--- config.mk ---
export PLATFORM = sky130hd
export DESIGN_NAME = pipe_stage_reg
export DESIGN_NICKNAME = d
export VERILOG_FILES = /design/src/rtl/pipe_stage_reg.sv
export SDC_FILE = /design/constraint.sdc
export NUM_CORES = 1
export LEC_CHECK = 0
export ABC_AREA = 1
export CAP_MARGIN = 5
export CORE_UTILIZATION = 41
export CTS_BUF_LIST = sky130_fd_sc_hd__clkbuf_16
export DETAILED_ROUTE_END_ITERATION = 7
export PLACE_DENSITY_LB_ADDON = 0.15
export SLEW_MARGIN = 15
export SYNTH_ARGS = -nofsm -noshare
export SYNTH_HDL_FRONTEND = slang
export SYNTH_SLANG_ARGS = --single-unit
--- constraint.sdc ---
create_clock -name CLK -period 2 [get_ports CLK]
set_clock_uncertainty 0.15 [all_clocks]
set_input_delay 0.3 -clock CLK [delete_from_list [all_inputs] [get_ports CLK]]
set_output_delay 0.3 -clock CLK [all_outputs]
set_load 0.05 [all_outputs]
--- src/rtl/pipe_stage_reg.sv ---
// Elastic pipeline stage register: valid/ready, flush-to-bubble, stall counter.
// Define PIPE_SKID_EN for a two-entry skid buffer with a registered In_Ready.
module pipe_stage_reg #(
  parameter int                DATA_W     = 64,
  parameter logic [DATA_W-1:0] RST_VAL    = '0,
  parameter logic [DATA_W-1:0] BUBBLE_VAL = '0,
  parameter int                CNT_W      = 16
) (
  input  logic              CLK,
  input  logic              RST,
  input  logic              Flush,
  input  logic              In_Valid,
  output logic              In_Ready,
  input  logic [DATA_W-1:0] Data_In,
  output logic              Out_Valid,
  input  logic              Out_Ready,
  output logic [DATA_W-1:0] Data_Out,
  output logic [1:0]        Count,
  output logic [CNT_W-1:0]  Stall_Cnt
);

  typedef enum logic [1:0] {
    EMPTY = 2'd0,
    ONE   = 2'd1,
    TWO   = 2'd2
  } state_e;

  state_e            state_q, state_d;
  logic [DATA_W-1:0] hd_q, hd_d;
  logic [CNT_W-1:0]  stall_q, stall_d;
  logic              push, pop;

`ifdef PIPE_SKID_EN
  logic [DATA_W-1:0] sk_q, sk_d;
`endif

  // State encoding equals the occupancy, so Count is a plain register output
  assign Count     = state_q;
  assign Out_Valid = (state_q != EMPTY);
  assign Data_Out  = hd_q;
  assign Stall_Cnt = stall_q;

`ifdef PIPE_SKID_EN
  assign In_Ready = (state_q != TWO);
`else
  assign In_Ready = !Out_Valid || Out_Ready;
`endif

  assign push = In_Valid && In_Ready;
  assign pop  = Out_Valid && Out_Ready;

  // Next occupancy and head/skid contents; flush overrides with a bubble
  always_comb begin
    state_d = state_q;
    hd_d    = hd_q;
`ifdef PIPE_SKID_EN
    sk_d    = sk_q;
`endif
    unique case (state_q)
      EMPTY: begin
        if (push) begin
          state_d = ONE;
          hd_d    = Data_In;
        end
      end
      ONE: begin
        if (push && pop) begin
          hd_d = Data_In;
        end else if (pop) begin
          state_d = EMPTY;
`ifdef PIPE_SKID_EN
        end else if (push) begin
          state_d = TWO;
          sk_d    = Data_In;
`endif
        end
      end
`ifdef PIPE_SKID_EN
      TWO: begin
        if (pop) begin
          state_d = ONE;
          hd_d    = sk_q;
        end
      end
`endif
      default: state_d = EMPTY;
    endcase
    if (Flush) begin
      state_d = EMPTY;
      hd_d    = BUBBLE_VAL;
    end
  end

  // Saturating count of cycles where a valid head is held back
  always_comb begin
    stall_d = stall_q;
    if (Out_Valid && !Out_Ready && (stall_q != '1)) begin
      stall_d = stall_q + 1'b1;
    end
  end

  // State, head and stall registers; reset outranks flush
  always_ff @(posedge CLK) begin
    if (RST) begin
      state_q <= EMPTY;
      hd_q    <= RST_VAL;
      stall_q <= '0;
    end else begin
      state_q <= state_d;
      hd_q    <= hd_d;
      stall_q <= stall_d;
    end
  end

`ifdef PIPE_SKID_EN
  // Skid register holds the entry accepted while the head was stalled
  always_ff @(posedge CLK) begin
    if (RST) begin
      sk_q <= RST_VAL;
    end else begin
      sk_q <= sk_d;
    end
  end
`endif

endmodule

==> out/metrics.cfg, run 1 <==
[synthesis]
yosys_warnings=0
syn_nets=511
syn_avg_cell_area_um2=7.38
syn_inst=441
seq_area_frac_synth_pct=49.8
synthDistinctLibCells=22
netlist_area_um2=3250
ys_seq_elements=81

[sta]
period_needed_ps=1950
max_clock_freq_mhz=513
period_share_pct=97.4
final_max_slew_viol_count=0
rsz0062_at_grt=no
whs_ps=308
fin_tns_setup_ps=0
relSlewSlack_pct=64.3
setup_violations=0
tightest_slew_ps=534
hold_viol_final=0

[cts]
numCtsBuffers=9
cts_sinks=81
cts_root_buffer=clkbuf_16
clkTransAtPathRegs_ps=60
cts-resized-gates=0
postCtsSetupBuffers=0
cts_tree=built
clock_path_buffers=2
htree_levels=3
cts_hold_repair.buffers=0
clkLatencyLatePin_ps=330

[place]
hpwlAfterDp_um=6220
place_area_um2=4810
port_buffers=151
gp_congestion=0.849

[floorplanning]
die_y_um=91.1
core_area_um2=7690
die_area_um2=8290
num_rows=32
die_w_um=91.1
start_util_pct=42.3
num_io_pins=153

[grt]
grt_max_degree=65
grt_overflow=0
grt_pass1_vias=2983
grt_usage_pct=21.4
grt_pass1_wl_um=14300
antenna_found_initial=0

[final_layout]
synthToLayoutAreaGrowth_pct=56.5
final_area_um2=5090
multi_input_area_um2=1400
final_nets=658
drive_gt1_share_pct=10.3
n_fill_cell=679
utilization_pct=66.2
seqCellArea_um2=1620
antennaDiodeCount=0

[critical_path]
cp.arrival_ps=1500
cpLargestDelayFamily=buffers and inverters
end_kind=output port
r2r_cells=8
timing.rr.end=Stall_Cnt[1]
startpoint_type=flop
critPathRequiredTime_ps=1550
rrSetupSlack_ps=220
criticalPathCategory=reg -> out
slowest_delay_ps=830
cp_slowest_cell=clkdlybuf4s50_1
crit_start=Data_Out[56]
rr_startpoint=Stall_Cnt[0]
worstPathBufferInverterCount=1
critPathMaxFanout=2
crit_chain=clkdlybuf4s50_1

[min_path]
hp-class=reg -> reg
worstHoldPathCells=2
min_from=Data_Out[8]
holdPathEnd=Data_Out[8]

[run_status]
status=completed

[job]
cap_viol_max_count=0

[pwr]
finalPower_mw=3.78
switching_share_pct=27.1
ir_worst_vdd_mv=0.482
p_int_mw=2.75
switching_power_mw=1.02
comb_power_share_pct=14.9
power_leakage_nw=2.01
p_per_area_nw_per_um2=742
clockPowerShare_pct=40.6
seqPwrFrac_pct=44.5

[route]
postRouteAntennaNets=0
routedWlPerCell_um=12.7
drt_first_pass_iters=4
wl_um=8820
routed_via_density=4.75
route.detailed.drc=0
first_iter_violations=128
via_count=3300

## how the worst max path moves through the flow
stage                    end  slack [ps]  cells past startpoint
6_report        Data_Out[56]          50                      1
5_1_grt         Data_Out[24]          10                      1
2_1_floorplan  Stall_Cnt[10]          50                      8
3_3_place_gp    Data_Out[35]         140                      8
3_5_place_dp    Data_Out[21]          70                      8
4_1_cts         Stall_Cnt[9]          30                      1
## kinds of logic (layout without fill, tap and decap cells)
| kind of cell | count (synthesis) | in the layout | synth area share, % |
|---|---|---|---|
| AO/OA/AOI/OAI | 78 | 78 | 12.0 |
| other | 1 | 1 | 0.115 |
| flip-flops | 81 | 81 | 49.8 |
| buffers and inverters | 44 | 196 | 7.42 |
| AND/OR/NAND/NOR | 236 | 236 | 30.2 |
| adder cells (fa/ha/maj) | 1 | 1 | 0.385 |
## area by class of cell
class                           instances  area share [%]
Sequential cell                        81            31.8
Timing Repair Buffer                  160            31.3
Multi-Input combinational cell        316            27.4
Clock buffer                            9            4.42
Tap cell                              102            2.51
Inverter                               20            1.47
Clock inverter                          7            1.11
## Yosys cell counts, drive strengths merged
library cell / count / share of area, %
nand4: 3 / 0.58
clkbuf: 7 / 0.81
nand3b: 2 / 0.46
inv: 20 / 2.3
nor2: 42 / 5.4
conb: 1 / 0.12
dfxtp: 81 / 50
a21oi: 76 / 12
nand2: 170 / 20
nor3: 1 / 0.31
nand3: 17 / 3.4
o21ai: 2 / 0.31
ha: 1 / 0.38
or2: 1 / 0.19
buf: 17 / 4.3
## metal layers
layer / routed length (um) / global-route usage (%)
met1: 3740 / 25.8
met2: 4220 / 35.8
met3: 728 / 6.95
met4: 133 / 7.28
met5: 0 / 0
## power groups by stage
stage          Sequential, mW  Clock [mW]  Combinational [mW]
2_1_floorplan            1.86           0               0.160
3_3_place_gp             1.71           0               0.560
3_5_place_dp             1.72           0               0.565
4_1_cts                  1.68        1.57               0.567
5_1_grt                  1.68        1.64               0.599
6_report                 1.68        1.54               0.563
## worst reg2reg max path, delay by kind of cell (launching register included)
kind          cells  cell delay (ps)
simple gates      6              810
fa+ha+maj         1              240
flops             1              390
buf+inv           1               80
## per-stage QoR
step | worst slack (ps) | std cells
5_1_grt | 9.92 | 695
2_1_floorplan | 45.1 | 441
4_1_cts | 26.4 | 695
3_3_place_gp | 139 | 679
6_report | 52.5 | 695
3_5_place_dp | 73.0 | 679
## registers in the layout (all words and copies together), names as in the netlist
register	cells
Count	1
Data_Out	64
Stall_Cnt	16
## cells in the final DEF (no fill, tap or decap)
cell type          n
nor3_2             1
a21oi_1           76
nand3_1           15
nor2_1            39
clkinv_4           3
o21ai_0            2
nand3b_1           2
ha_1               1
clkinv_1           1
clkdlybuf4s50_1  127
nand4_1            3
inv_1             16
buf_12             5
inv_2              4
dlymetal6s2s_1     2
dfxtp_1           81
clkbuf_16          9
nand2_1          166
nand2_2            4
buf_4             26
nor2_4             3
inv_8              1
clkinvlp_4         2
nand3_4            2
conb_1             1
or2_2              1
Note: power is estimated with default switching activity, not from simulation.
==> run 2: changes to the inputs <==
--- a/config.mk
+++ b/config.mk
@@ -5,11 +5,12 @@
 export SDC_FILE = /design/constraint.sdc
 export NUM_CORES = 1
 export LEC_CHECK = 0
-export ABC_AREA = 1
+export ABC_AREA = 0
 export CAP_MARGIN = 5
-export CORE_UTILIZATION = 41
+export CORE_UTILIZATION = 40
 export CTS_BUF_LIST = sky130_fd_sc_hd__clkbuf_16
 export DETAILED_ROUTE_END_ITERATION = 7
+export MAX_ROUTING_LAYER = met4
 export PLACE_DENSITY_LB_ADDON = 0.15
 export SLEW_MARGIN = 15
 export SYNTH_ARGS = -nofsm -noshare
==> out/metrics.cfg, run 2 <==
[critical_path]
critPathRequiredTime_ps=1550
slowest_delay_ps=810
criticalPathCategory=reg -> out
cp_slowest_cell=clkdlybuf4s50_1
cpLargestDelayFamily=buffers and inverters
critPathMaxFanout=7
startpoint_type=flop
worstPathBufferInverterCount=1
end_kind=output port
cp.arrival_ps=1510
crit_chain=clkdlybuf4s50_1

[sta]
rsz0062_at_grt=no
period_needed_ps=1960
tightest_slew_ps=550
relSlewSlack_pct=63.2
whs_ps=301
period_share_pct=97.9
hold_viol_final=0
final_max_slew_viol_count=0
worst_slack_ps=41.3
setup_violations=0
max_clock_freq_mhz=511

[route]
via_count=3164
wl_um=8720
routedWlPerCell_um=13.6
routed_via_density=4.92
drt_first_pass_iters=4
route.detailed.drc=0
first_iter_violations=115
postRouteAntennaNets=0

[cts]
clock_path_buffers=2
cts_root_buffer=clkbuf_16
cts_sinks=81
cts_tree=built
numCtsBuffers=9
htree_levels=3
clkTransAtPathRegs_ps=60
cts_hold_repair.buffers=0
clkLatencyLatePin_ps=320

[pwr]
p_per_area_nw_per_um2=796
ir_worst_vdd_mv=0.652
power_leakage_nw=2.02

[final_layout]
synthToLayoutAreaGrowth_pct=68.2
largest_reg_flops=64
final_nets=610
mostFrequentLayoutCell=clkdlybuf4s50_1
antennaDiodeCount=0
drive_gt1_share_pct=13.6
most-common-layout-cells=clkdlybuf4s50_1 (136), nand2_1 (135), a21oi_1 (75)
utilization_pct=70.5

[grt]
grt_pass1_vias=3072
grt_usage_pct=22.8
grt_max_degree=66
antenna_found_initial=0
grt_pass1_wl_um=14600
grt_overflow=0

[synthesis]
synthFlopType=dfxtp_1
seq_area_frac_synth_pct=52.5
yosys-top-cells-area=dfxtp_1 (52%), nand2_1 (17%), a21oi_1 (12%), clkbuf_1 (1.8%), nor2_1 (1.3%)
syn_nets=455
yosysMostFrequentCell=nand2_1
async_reset_ff_share_pct=0
yosys_warnings=0
netlist_area_um2=3090
ys_seq_elements=81
synth-edff-count=0
syn_avg_cell_area_um2=8.02
synth_top_area_share_pct=52.5
synthDistinctLibCells=36
yosys.area.top_type=dfxtp_1
synth_commonest_cells=nand2_1 (136), dfxtp_1 (81), a21oi_1 (75), clkbuf_1 (15), nor2_1 (11)
syn_inst=385

[job]
cap_viol_max_count=0

[floorplanning]
die_w_um=89.9
start_util_pct=41.9
num_io_pins=153
die_area_um2=8080
num_rows=31
core_area_um2=7370
die_y_um=89.9

[min_path]
hp-class=reg -> reg

[run_status]
status=completed

[place]
place_ws_ps=-146
port_buffers=151
gp_congestion=0.780
hpwlAfterDp_um=5930

## run 2: cell count changes after synthesis, sizes merged, moves of 3 or more
cell / previous run / this run
and4: 0 / 3
buf: 17 / 10
clkbuf: 7 / 15
inv: 20 / 2
mux2: 0 / 3
nand2: 170 / 136
nand3: 17 / 7
nand4: 3 / 7
nor2: 42 / 11
nor2b: 0 / 3
o31ai: 0 / 3
or3: 0 / 4
or4: 0 / 4
## run 2: through the flow
step / TNS, ps / instance area (um2) / std cells / total power, mW
3_5_place_dp: -467 / 4830 / 628 / 2.27
2_1_floorplan: -5.65 / 3130 / 385 / 2.00
3_3_place_gp: -524 / 4830 / 628 / 2.26
6_report: 0 / 5200 / 643 / 4.14
5_1_grt: 0 / 5200 / 643 / 4.30
4_1_cts: 0 / 5180 / 643 / 4.17
## run 2: kinds of logic (layout without fill, tap and decap cells)
kind of cell	Yosys count	in the layout	synth area share, %
other	1	1	0.121
flip-flops	81	81	52.5
XOR/XNOR	2	2	0.567
AO/OA/AOI/OAI	85	85	14.6
adder cells (fa/ha/maj)	1	1	0.405
AND/OR/NAND/NOR	184	184	26.6
buffers and inverters	27	186	3.85
multiplexers	4	4	1.42
## run 2: report_power, final
group	internal, mW	switching (mW)
Sequential	1.65	0.0224
Clock	1.29	0.617
Combinational	0.245	0.314
## run 2: routing by layer
| layer | vias up | routed length, um | track usage (%) |
|---|---|---|---|
| met5 | - | 0 | - |
| met4 | 0 | 205 | 9.54 |
| met3 | 18 | 467 | 4.91 |
| met2 | 96 | 4290 | 37.8 |
| met1 | 1456 | 3760 | 26.9 |
| li1 | 1594 | - | - |
## run 2: what timing repair did
| action | 4_1_cts | 5_1_grt |
|---|---|---|
| gates resized for setup | 1 | 5 |
| setup endpoints to repair | 1 | 5 |
| setup buffers | 0 | 0 |
## run 2: final cells by class
| type | instances | area [um2] |
|---|---|---|
| timing repair buffer | 169 | 1700 |
| sequential | 81 | 1650 |
| multi-input combinational | 277 | 1370 |
| fill | 612 | 2170 |
| clock inverter | 5 | 103 |
| inverter | 2 | 7.51 |
| clock buffer | 10 | 250 |
| tap | 99 | 124 |
## run 2: final timing paths
| kind | startpoint | end | slack (ps) | cells past startpoint |
|---|---|---|---|---|
| worst max-delay path | Stall_Cnt[5] | Stall_Cnt[5] | 40 | 1 |
| worst min-delay path | Data_Out[49] | Data_Out[49] | 300 | 2 |
| worst max register to register | Stall_Cnt[0] | Stall_Cnt[9] | 100 | 7 |
| worst min register to register | Data_Out[49] | Data_Out[49] | 300 | 2 |
